`config.mk`:
```
export PLATFORM = sky130hd
export DESIGN_NAME = regfile_port_arbiter
export DESIGN_NICKNAME = d
export VERILOG_FILES = /design/src/rtl/regfile_port_arbiter.sv
export SDC_FILE = /design/constraint.sdc
export NUM_CORES = 1
export LEC_CHECK = 0
export BUFFER_PORTS_ARGS = -buffer_cell sky130_fd_sc_hd__buf_4
export CAP_MARGIN = 15
export CORE_MARGIN = 2
export CORE_UTILIZATION = 38
export DETAILED_ROUTE_END_ITERATION = 8
export PLACE_DENSITY = 0.83
export SYNTH_ARGS = -nofsm -noshare
export SYNTH_HDL_FRONTEND = slang
export SYNTH_SLANG_ARGS = --single-unit
```
`constraint.sdc`:
```
create_clock -name clk -period 1.42 [get_ports clk]
set_input_delay 0.213 -clock clk [delete_from_list [all_inputs] [get_ports clk]]
set_output_delay 0.213 -clock clk [all_outputs]
set_load 0.02 [all_outputs]
```
`src/rtl/regfile_port_arbiter.sv`:
```
// Register-file port arbiter: clears the file after reset, then arbitrates two
// write requesters round-robin and serves dual reads with write-through bypass.
module regfile_port_arbiter #(
    parameter int BUS_WIDTH  = 8,
    parameter int ADDR_WIDTH = 3
) (
    input  logic                  clk,
    input  logic                  rst,
    input  logic                  wa_valid,
    output logic                  wa_ready,
    input  logic [ADDR_WIDTH-1:0] wa_addr,
    input  logic [BUS_WIDTH-1:0]  wa_data,
    input  logic                  wb_valid,
    output logic                  wb_ready,
    input  logic [ADDR_WIDTH-1:0] wb_addr,
    input  logic [BUS_WIDTH-1:0]  wb_data,
    input  logic                  rd_req,
    output logic                  rd_ready,
    input  logic [ADDR_WIDTH-1:0] rd_addr_a,
    input  logic [ADDR_WIDTH-1:0] rd_addr_b,
    output logic                  rd_valid,
    output logic [BUS_WIDTH-1:0]  rd_data_a,
    output logic [BUS_WIDTH-1:0]  rd_data_b,
    output logic                  ram_we,
    output logic [ADDR_WIDTH-1:0] ram_wr_addr,
    output logic [BUS_WIDTH-1:0]  ram_wr_data,
    output logic [ADDR_WIDTH-1:0] ram_rd_addr_a,
    output logic [ADDR_WIDTH-1:0] ram_rd_addr_b,
    input  logic [BUS_WIDTH-1:0]  ram_rd_data_a,
    input  logic [BUS_WIDTH-1:0]  ram_rd_data_b,
    output logic                  init_done
);

    typedef enum logic {
        ST_INIT,
        ST_RUN
    } state_t;

    typedef enum logic {
        GRANT_A,
        GRANT_B
    } grant_t;

    localparam logic [ADDR_WIDTH-1:0] LAST_ADDR = {ADDR_WIDTH{1'b1}};

    state_t                r_state;
    state_t                w_state_nxt;
    logic [ADDR_WIDTH-1:0] r_init_cnt;
    logic [ADDR_WIDTH-1:0] w_init_cnt_nxt;
    grant_t                r_last_grant;
    logic                  r_rd_valid;
    logic                  r_hit_a;
    logic                  r_hit_b;
    logic [BUS_WIDTH-1:0]  r_byp_data;

    logic                  w_in_init;
    logic                  w_in_run;
    logic                  w_open;
    logic                  w_a_sel;
    logic                  w_b_sel;
    logic                  w_a_fire;
    logic                  w_b_fire;
    logic                  w_wr_fire;
    logic                  w_rd_fire;
    logic [ADDR_WIDTH-1:0] w_wr_addr;
    logic [BUS_WIDTH-1:0]  w_wr_data;

    always_ff @(posedge clk) begin
        if (rst) begin
            r_state    <= ST_INIT;
            r_init_cnt <= '0;
        end else begin
            r_state    <= w_state_nxt;
            r_init_cnt <= w_init_cnt_nxt;
        end
    end

    always_comb begin
        w_state_nxt    = r_state;
        w_init_cnt_nxt = r_init_cnt;
        w_in_init      = 1'b0;
        w_in_run       = 1'b0;
        unique case (r_state)
            ST_INIT: begin
                w_in_init      = 1'b1;
                w_init_cnt_nxt = r_init_cnt + 1'b1;
                if (r_init_cnt == LAST_ADDR) begin
                    w_state_nxt = ST_RUN;
                end
            end
            ST_RUN: begin
                w_in_run = 1'b1;
            end
            default: begin
                w_state_nxt = ST_INIT;
            end
        endcase
    end

    // Handshakes are closed while reset is held so nothing commits mid-reset.
    assign w_open = w_in_run && !rst;

    assign w_a_sel = wa_valid &&
                     (!wb_valid || (r_last_grant == GRANT_B));
    assign w_b_sel = wb_valid &&
                     (!wa_valid || (r_last_grant == GRANT_A));

    assign wa_ready = w_open && w_a_sel;
    assign wb_ready = w_open && w_b_sel;
    assign rd_ready = w_open;

    assign w_a_fire  = wa_valid && wa_ready;
    assign w_b_fire  = wb_valid && wb_ready;
    assign w_wr_fire = w_a_fire || w_b_fire;
    assign w_rd_fire = rd_req && rd_ready;

    always_comb begin
        w_wr_addr = wa_addr;
        w_wr_data = wa_data;
        if (w_in_init) begin
            w_wr_addr = r_init_cnt;
            w_wr_data = '0;
        end else if (w_b_fire) begin
            w_wr_addr = wb_addr;
            w_wr_data = wb_data;
        end
    end

    assign ram_we        = !rst && (w_in_init || w_wr_fire);
    assign ram_wr_addr   = w_wr_addr;
    assign ram_wr_data   = w_wr_data;
    assign ram_rd_addr_a = rd_addr_a;
    assign ram_rd_addr_b = rd_addr_b;
    assign init_done     = w_in_run;

    always_ff @(posedge clk) begin
        if (rst) begin
            r_last_grant <= GRANT_A;
        end else if (w_wr_fire) begin
            r_last_grant <= w_b_fire ? GRANT_B : GRANT_A;
        end
    end

    // The file returns the pre-write value, so a same-cycle write is forwarded.
    always_ff @(posedge clk) begin
        if (rst) begin
            r_rd_valid <= 1'b0;
            r_hit_a    <= 1'b0;
            r_hit_b    <= 1'b0;
            r_byp_data <= '0;
        end else begin
            r_rd_valid <= w_rd_fire;
            r_hit_a    <= w_rd_fire && w_wr_fire &&
                          (w_wr_addr == rd_addr_a);
            r_hit_b    <= w_rd_fire && w_wr_fire &&
                          (w_wr_addr == rd_addr_b);
            if (w_wr_fire) begin
                r_byp_data <= w_wr_data;
            end
        end
    end

    assign rd_valid  = r_rd_valid;
    assign rd_data_a = r_hit_a ? r_byp_data : ram_rd_data_a;
    assign rd_data_b = r_hit_b ? r_byp_data : ram_rd_data_b;

endmodule
```
==> metrics.md <==
| Metric | Value |
|---|---|
| Outcome | `finished with violations` |
| Violations in the final reports | `negative setup slack` |
| Post-synth top cells | `16 x dfxtp_1, 16 x mux2_2, 13 x nand2_1, 11 x o211ai_1` |
| Slew of the pin with the lowest slew margin | `0.612 ns` |
| Routed Wire Length | `5440 um` |
| RD Place Congestion | `0.997` |
| Setup ws final | `-0.298 ns` |
| Register area share after synthesis | `0.246` |
| Gate count of the mapped netlist | `161` |
| Final Skew | `0.00328 ns` |
| Top area cells in the synthesized netlist | `dfxtp_1 25%, mux2_2 14%, o211ai_1 6.3%, o21a_1 5.2%, a21boi_0 4.6%` |
| Required time at the endpoint of the critical path | `1.21 ns` |
| Worst r2r dst | `r_hit_a` |
| Largest net degree at the start of global routing | `16` |
| Final routed wire length divided by cell count | `17.3 um` |
| Total clock buffers created by CTS | `3` |
| Overall overflow remaining after global route | `0` |
| Final period utilization | `1.21` |
| Worst path slowest cell | `dfxtp_2` |
| Number of vias per cell after detailed routing | `5.50` |
| Design Area, Final | `0.00252 mm^2` |
| Depth of the most critical reg-to-reg path | `6` |
| Max frequency | `582 MHz` |
| Element type at the critical path end | `primary output` |
| Worst Path Arrival | `1.51 ns` |
| Cell with the most instances on the worst path | `buf_4` |
| Routed vias | `1734` |
| Full die area | `0.00392 mm^2` |
| Proportion of netlist area held by the largest area contributor | `0.246` |
| Clock tree from TritonCTS | `built` |
| Setup Viol. Count Final | `39` |
| Area leader, netlist | `dfxtp_1` |
| Hold buffer count at cts | `0` |
| Final net count | `321` |
| Largest driver fanout on the critical path | `3` |
| Tot GR Track Use | `0.253` |
| Clk slew on worst S/H paths | `0.10 ns` |
| Critical Path End | `ram_wr_addr[1]` |
| Worst slew slack as a fraction of its limit | `0.588` |
| Global-route wire length before repair | `7820 um` |
| CTS Buffer Depth | `2` |
| Row cnt | `21` |
| Final min period | `1.72 ns` |
| Max-slew violations | `0` |
| Inserted Diodes | `0` |
| Number of sinks on the clock net | `16` |
| Die height | `62.6 um` |
| Critical path depth in cells | `5` |
| Number of enable flip-flop cells after synthesis | `0` |
| Path type of the worst min-delay path | `in -> reg` |
| Maxcap violations | `0` |
| Startpoint of the worst register-to-register path | `r_state` |
| Class of the most critical setup path | `reg -> out` |
| Boundary pin count | `88` |
| Cell at the root of the clock tree | `clkbuf_4` |
| Count of buffers inserted at the top-level ports | `87` |
| Max H-tree Level | `1` |
| Area Overhead vs Synth | `93.3%` |
| Register-to-register setup slack | `-0.18 ns` |
| Average size of a mapped cell | `8.10 um^2` |
| Fraction of registers with async set or reset after synthesis | `0` |
| Unrepaired setup endpoints after global routing | `yes` |
| Leakage | `1.16 nW` |
| Number of global-route vias before repair | `1651` |
| Number of iterations in the first detailed-routing pass | `4` |
| Net count after synthesis | `212` |
| YS warnings | `0` |
| Register bit total from synthesis | `16` |
| Horizontal extent of the die | `62.6 um` |
| Critical path buffer and inverter count | `2` |
| Initial antenna violation count | `0` |
| Proportion of layout cells with a drive suffix above 1 | `0.617` |
| WHS | `0.159 ns` |
| Number of DRC markers after the initial detailed-route iteration | `63` |
| Final-layout setup total negative slack | `-4.32 ns` |
| Nature of the critical path startpoint | `flip-flop` |
| Final antenna-violating net count | `0` |
| Final hold violation count | `0` |
| Synthesized area | `0.00130 mm^2` |
| Power per cell area | `502 mW/mm^2` |
| Worst VDD drop | `0.273 mV` |
| CP top delay family | `simple AND/OR/NAND/NOR gates` |
| Area after DPL | `0.00220 mm^2` |
| Critical-path cell list | `nand2_2 -> a21oi_2 -> buf_4 -> or3_1 -> buf_4` |
| Clock latency on the worst-skew pair | `0.30 ns` |
| Number of remaining DRC errors | `0` |
| Max incr delay on CP | `0.35 ns` |
| Floorplan Core Area | `0.00331 mm^2` |
| Effective utilization at floorplan | `0.394` |
| Unique cell type count in the Yosys netlist | `36` |
| Post-detailed-placement half-perimeter wirelength | `3440 um` |
| Launch point of the worst path | `r_last_grant` |
| Most frequently used flop master after synthesis | `dfxtp_1` |
## cell usage in the layout (no fill, tap or decap), types with 3 or more instances in the layout
master	synthesis	layout
clkbuf_4	0	3
dfxtp_1	16	12
a21boi_1	0	7
inv_1	3	3
a21oi_1	9	8
nor2b_1	7	4
dfxtp_2	0	3
buf_6	1	27
o21a_1	9	8
buf_4	6	93
o211ai_1	11	11
and3_1	9	7
mux2_4	0	16
nand2_1	13	11
nor2_1	8	8
## kinds of logic (layout without fill, tap and decap cells)
group / count (synthesis) / in the layout / share of synthesized area
simple gates: 52 / 52 / 0.207
compound gates: 51 / 51 / 0.280
buf+inv: 21 / 129 / 0.0873
mux: 18 / 18 / 0.154
flops: 16 / 16 / 0.246
fa+ha+maj: 2 / 2 / 0.0192
xor+xnor: 1 / 1 / 0.00672
## layout make-up
cell class / count / area (um^2)
fill: 231 / 791
multi-input combinational: 124 / 1040
sequential: 16 / 328
clock buffer: 4 / 36.3
timing repair buffer: 122 / 1040
inverter: 3 / 11.3
tap: 46 / 57.6
## through the flow
step                worst slack [ns]  power, mW  utilization  std cells
floorplan                    -0.0794      0.666            -        161
global placement             -0.0907      0.877        0.664        306
detailed placement            -0.174      0.887        0.664        306
CTS                           -0.310       1.23        0.738        313
global route                  -0.339       1.30        0.761        315
finish                        -0.298       1.27        0.761        315
## worst min path at each step
stage,endpoint,depth (start not counted),slack [ns],start
floorplan,rd_valid,1,0.33,rd_req
global placement,rd_valid,2,0.45,rd_req
detailed placement,rd_valid,2,0.45,rd_req
CTS,rd_valid,2,0.15,rd_req
global route,rd_valid,2,0.19,rd_req
finish,rd_valid,2,0.16,rd_req
## sequential cells by signal, summed over array words and instances (netlist names)
name          flops
r_state           1
r_init_cnt        3
r_byp_data        8
r_hit_a           1
rd_valid          1
r_last_grant      1
r_hit_b           1
## layer usage
metal  routed length, um  track usage  vias up
met3                 327       0.0450       15
met5                   0            0        -
met1                2030        0.280      820
li1                    -            -      811
met4                 148       0.0972        0
met2                2930        0.474       88
## power breakdown
part	internal (mW)	leakage (nW)	switching [mW]	total (mW)
Clock	0.156	0.0210	0.162	0.318
Sequential	0.456	0.132	0.00721	0.463
Combinational	0.268	1.01	0.217	0.485
Total	0.880	1.16	0.386	1.27
## timing repair
item,CTS,global route
buffers inserted,3,3
endpoints found under the setup margin,33,41
pin swaps,3,6
resized for setup,54,15
(Power assumes the default switching activity.)
